File: src/rtl/pitch_gen_if.sv
// Note/tone bus between the sequencer (master) and pitch_gen (slave).
// The active flag exists only when PITCH_ACTIVE_EN is defined.
interface pitch_gen_if;
  logic [5:0] scale;
  logic       hl;
  logic       pitch_clk;
`ifdef PITCH_ACTIVE_EN
  logic       active;
  modport master (output scale, hl, input  pitch_clk, active);
  modport slave  (input  scale, hl, output pitch_clk, active);
`else
  modport master (output scale, hl, input  pitch_clk);
  modport slave  (input  scale, hl, output pitch_clk);
`endif
endinterface

File: src/rtl/pitch_gen.sv
// Square-wave tone generator: note index -> half-period divider of the 100 MHz clock.
// Optional PITCH_ACTIVE_EN adds a registered 'active' flag (low during rest/reset).
module pitch_gen #(
  parameter int CNT_W  = 20,
  parameter int CLK_HZ = 100_000_000
) (
  input  logic      clk,
  input  logic      reset_,
  pitch_gen_if.slave sif
);

  if (CNT_W < 20 || CLK_HZ != 100_000_000) begin : g_cfg_err
    $error("pitch_gen: half-period table needs CNT_W >= 20 and a 100 MHz clock");
  end

  // Octave-2 half periods in clk cycles; higher octaves are right shifts of these.
  function automatic logic [19:0] base_half(input logic [3:0] n);
    case (n)
      4'd0:    base_half = 20'd764456;
      4'd1:    base_half = 20'd721542;
      4'd2:    base_half = 20'd681051;
      4'd3:    base_half = 20'd642822;
      4'd4:    base_half = 20'd606745;
      4'd5:    base_half = 20'd572692;
      4'd6:    base_half = 20'd540546;
      4'd7:    base_half = 20'd510209;
      4'd8:    base_half = 20'd481575;
      4'd9:    base_half = 20'd454545;
      4'd10:   base_half = 20'd429033;
      default: base_half = 20'd404951;
    endcase
  endfunction

  logic [CNT_W-1:0] cnt_q, cnt_d, half;
  logic [5:0]       scale_q, scale_d;
  logic             hl_q, hl_d;
  logic             pitch_q, pitch_d;
  logic [3:0]       note;
  logic [2:0]       octave, shift;
  logic             rest, chg;

  // Half period follows the registered note, so it is stable one cycle after a change.
  always_comb begin
    note   = 4'(scale_q % 6'd12);
    octave = 3'(scale_q / 6'd12);
    shift  = octave + {2'b00, hl_q};
    half   = CNT_W'(base_half(note)) >> shift;
  end

  always_comb begin
    scale_d = sif.scale;
    hl_d    = sif.hl;
    rest    = (sif.scale >= 6'd60);
    chg     = (sif.scale != scale_q) || (sif.hl != hl_q);
    cnt_d   = cnt_q + CNT_W'(1);
    pitch_d = pitch_q;
    if (rest) begin
      cnt_d   = '0;
      pitch_d = 1'b0;
    end else if (chg) begin
      // restart timing of the new note from here, keeping the current output level
      cnt_d = '0;
    end else if (cnt_q == half - CNT_W'(1)) begin
      cnt_d   = '0;
      pitch_d = ~pitch_q;
    end
  end

  always_ff @(posedge clk or negedge reset_) begin
    if (!reset_) begin
      cnt_q   <= '0;
      scale_q <= '0;
      hl_q    <= 1'b0;
      pitch_q <= 1'b0;
    end else begin
      cnt_q   <= cnt_d;
      scale_q <= scale_d;
      hl_q    <= hl_d;
      pitch_q <= pitch_d;
    end
  end

  assign sif.pitch_clk = pitch_q;

`ifdef PITCH_ACTIVE_EN
  logic active_q, active_d;

  always_comb active_d = ~rest;

  always_ff @(posedge clk or negedge reset_) begin
    if (!reset_) active_q <= 1'b0;
    else         active_q <= active_d;
  end

  assign sif.active = active_q;
`endif

endmodule

File: src/flat_wrapper.sv
// flat-port wrapper written by rule: the top's interface ports become plain ports
module pitch_gen_flat 
#(
  parameter int CNT_W  = 20,
  parameter int CLK_HZ = 100_000_000
)
  (clk, reset_, sif_scale, sif_hl, sif_pitch_clk);
  pitch_gen_if sif_i ();
  input  logic clk;
  input  logic reset_;
  input wire logic [$bits(sif_i.scale)-1:0] sif_scale;
  input wire logic [$bits(sif_i.hl)-1:0] sif_hl;
  output wire logic [$bits(sif_i.pitch_clk)-1:0] sif_pitch_clk;
  assign sif_i.scale = sif_scale;
  assign sif_i.hl = sif_hl;
  assign sif_pitch_clk = sif_i.pitch_clk;
  pitch_gen #(.CNT_W(CNT_W), .CLK_HZ(CLK_HZ)) u_core (.clk(clk), .reset_(reset_), .sif(sif_i));
endmodule
File: config.mk
export PLATFORM = sky130hd
export DESIGN_NAME = pitch_gen_flat
export DESIGN_NICKNAME = d
export VERILOG_FILES = /design/src/rtl/pitch_gen_if.sv /design/src/rtl/pitch_gen.sv /design/src/flat_wrapper.sv
export SDC_FILE = /design/constraint.sdc
export NUM_CORES = 1
export LEC_CHECK = 0
export ABC_AREA = 1
export BUFFER_PORTS_ARGS = -buffer_cell sky130_fd_sc_hd__buf_4
export CAP_MARGIN = 40
export CORE_ASPECT_RATIO = 0.5
export CORE_MARGIN = 10
export CORE_UTILIZATION = 60
export CTS_CLUSTER_SIZE = 28
export DETAILED_ROUTE_END_ITERATION = 8
export PLACE_DENSITY = 0.87
export SLEW_MARGIN = 25
export SYNTH_ARGS = -nofsm -noshare
export SYNTH_HDL_FRONTEND = slang
export SYNTH_SLANG_ARGS = --single-unit
File: constraint.sdc
create_clock -name clk -period 8.5 [get_ports clk]
set_input_delay 2.55 -clock clk [delete_from_list [all_inputs] [get_ports clk]]
set_output_delay 2.55 -clock clk [all_outputs]
set_load 0.05 [all_outputs]
==> impl_metrics.env <==
export IMPL_critPathRequiredTime_ns=8.68
export IMPL_cts_root_buffer="clkbuf_8"
export IMPL_dpl_cell_area_um2=3220
export IMPL_drv_cap=0
export IMPL_tns_ns=0
export IMPL_min_path_type="flip-flop to flip-flop"
export IMPL_synthArstFlopShare_pct=100
export IMPL_power_density_nw_per_um2=154
export IMPL_drive_gt1_share_pct=10.9
export IMPL_path_common_cell="nand2_1"
export IMPL_crit_type="flip-flop to flip-flop"
export IMPL_r2r_slack_ns=3.84
export IMPL_critPathCaptureType="flip-flop"
export IMPL_dr_pass1_iters=6
export IMPL_ys_seq_elements=28
export IMPL_diodes=0
export IMPL_start_util_pct=62.9
export IMPL_gp_congestion=1.00
export IMPL_wl_per_cell_um=13.0
export IMPL_synth_top_area_share_pct=22.3
export IMPL_fin_skew_ns=0.00466
export IMPL_cts_tree="yes"
export IMPL_grt_usage_pct=17.3
export IMPL_area_growth_pct=4.69
export IMPL_worstPathArrival_ns=4.83
export IMPL_worstPathMaxFanout=23
export IMPL_period_share_pct=54.8
export IMPL_cts_inserted_buffers=3
export IMPL_finalHoldWorstSlack_ns=0.534
export IMPL_p_sw_share_pct=43.5
export IMPL_ioPinCount=10
export IMPL_drc_errors=0
export IMPL_hold_viol=0
export IMPL_power_switching_uw=220
export IMPL_dieArea_um2=8720
export IMPL_overflow=0
export IMPL_grt_max_degree=29
export IMPL_holdBufCountCts=0
export IMPL_slowest_stage="ha_1"
export IMPL_cts_setup_buffers=0
export IMPL_finalWirelength_um=7350
export IMPL_grt_pass1_vias=2877
export IMPL_die_width_um=122
export IMPL_drv_slew=0
export IMPL_syn_avg_cell_area_um2=6.32
export IMPL_ant_nets=0
export IMPL_yosys_cell_count_top_type="nand2_1"
export IMPL_clockBufferDepth=2
export IMPL_clock_sinks=28
export IMPL_fin_ws_ns=3.84
export IMPL_core_um2=5000
export IMPL_rows=18
export IMPL_chipHeight_um=71.2
export IMPL_grt_pass1_wl_um=13000
export IMPL_cts_resized=0
export IMPL_period_needed_ns=4.66
export IMPL_clkPwrFrac_pct=21.0
export IMPL_syn_area_um2=3150
export IMPL_setup_viol=0
export IMPL_start_kind="flip-flop"
export IMPL_preCtsSetupSlack_ns=3.91
export IMPL_synth_top_cell_by_area="dfrtp_1"
export IMPL_htreeDepth=1
export IMPL_avgViaCountPerCell=5.67
export IMPL_synth_edf_count=0
export IMPL_syn_nets=516
export IMPL_vdd_drop_max_mv=0.0637
export IMPL_leakagePower_uw=0.00155
export IMPL_synthTopCellsByCount="nand2_1 (140), nand3_1 (115), inv_1 (43), nor2_1 (31), dfrtp_1 (28)"
export IMPL_portBuffers=9
export IMPL_drtIter0Drc=395
export IMPL_status="finished, final reports clean"
export IMPL_tightest_slew_ns=0.651
export IMPL_seq_area_frac_synth_pct=22.3
export IMPL_p_int_uw=286
export IMPL_relSlewSlack_pct=56.6
export IMPL_dp_hpwl_um=5790
export IMPL_ys_top_cells_by_area="dfrtp_1 (22%), nand3_1 (18%), nand2_1 (17%)"
export IMPL_synth_distinct_cells=32
export IMPL_fmaxAchievable_ghz=0.215
export IMPL_nets=516
export IMPL_synthFlopType="dfrtp_1"
export IMPL_max_stage_delay_ns=0.70
export IMPL_antenna_found_initial=0
export IMPL_yosys_warnings=0
export IMPL_power_frac_seq_pct=27.6
export IMPL_power_frac_comb_pct=51.3
export IMPL_synth_cells=498
export IMPL_clk_pin_slew_ns=0.10
export IMPL_dr_total_vias=3216
export IMPL_rsz0062_at_grt="no"
export IMPL_fin_area_um2=3290
export IMPL_clkLatencyLatePin_ns=0.28
export IMPL_power_total_uw=506
## layout make-up
class | instances | area (µm²)
multi-input cells | 403 | 2160
fillers | 460 | 1710
flip-flops and latches | 28 | 701
inverters | 52 | 195
well taps | 70 | 87.6
repair buffers | 10 | 75.1
clock buffers | 3 | 41.3
clock inverters | 1 | 30.0
## registers in the layout, indices dropped and copies added, names as in the netlist
signal,count
u_core.sif.pitch_clk,1
u_core.hl_q,1
u_core.cnt_q,20
u_core.scale_q,6
## final timing paths
kind | depth (start not counted) | endpoint | start
setup / recovery | 25 | u_core.sif.pitch_clk | u_core.scale_q[4]
hold / removal | 2 | u_core.sif.pitch_clk | u_core.sif.pitch_clk
setup reg to reg | 25 | u_core.sif.pitch_clk | u_core.scale_q[4]
hold reg to reg | 2 | u_core.sif.pitch_clk | u_core.sif.pitch_clk
max in group asynchronous | 1 | u_core.cnt_q[4] | reset_
min in group asynchronous | 1 | u_core.cnt_q[16] | reset_
## cell families (layout without fill, tap and decap cells)
group | count (synthesis) | in the layout | share of synthesized area (%)
AOI/OAI and AO/OA | 23 | 23 | 4.18
DFF | 28 | 28 | 22.3
buffers and inverters | 67 | 66 | 8.95
adders and majority gates | 9 | 9 | 3.58
and+or+nand+nor | 342 | 342 | 52.5
xor gates and xnor gates | 29 | 29 | 8.51
## power groups by stage
| stage | clock network [µW] | logic [µW] | registers (µW) |
|---|---|---|---|
| finish | 106 | 260 | 140 |
| floorplan | 0 | 206 | 144 |
| global placement | 0 | 249 | 142 |
| global route | 113 | 296 | 140 |
| CTS | 109 | 256 | 140 |
| detailed placement | 0 | 255 | 142 |
## cell usage in the layout, fill, tap and decap left out, types with 2 or more instances in the layout
| master | instances |
|---|---|
| nand2_2 | 5 |
| xnor2_1 | 5 |
| o21ai_0 | 8 |
| nor3_1 | 8 |
| nand3_1 | 115 |
| buf_4 | 10 |
| nor2_1 | 31 |
| nand4_1 | 11 |
| a21oi_1 | 2 |
| o21ai_2 | 2 |
| nor4_1 | 4 |
| clkinv_1 | 2 |
| o211ai_1 | 3 |
| nand2_1 | 140 |
| inv_1 | 43 |
| inv_2 | 7 |
| nor3_2 | 12 |
| ha_1 | 9 |
| dfrtp_1 | 28 |
| clkbuf_8 | 3 |
| nand3_2 | 5 |
| xor2_1 | 23 |
| nor2_2 | 2 |
| o21ai_1 | 7 |
| nand2_4 | 5 |
## worst max-delay path: cells and delay by family, from the launching register on
family / cells / cell delay, ns
buffers and inverters: 1 / 0.58
adders and majority gates: 2 / 0.88
and+or+nand+nor: 22 / 2.63
DFF: 1 / 0.45
## layer usage
| layer | wire [µm] | GRT usage (%) | vias up |
|---|---|---|---|
| met5 | 0 | 0 | - |
| met2 | 3030 | 26.1 | 107 |
| met3 | 503 | 2.19 | 7 |
| met1 | 3750 | 25.8 | 1464 |
| met4 | 71 | 3.12 | 0 |
| li1 | - | - | 1638 |
## per-stage QoR
step                util, %  instances
CTS                    65.9        567
detailed placement     64.5        563
finish                 65.9        567
global route           65.9        567
floorplan                 -        498
global placement       64.5        563
No activity file was read; power rests on OpenSTA's default activity.
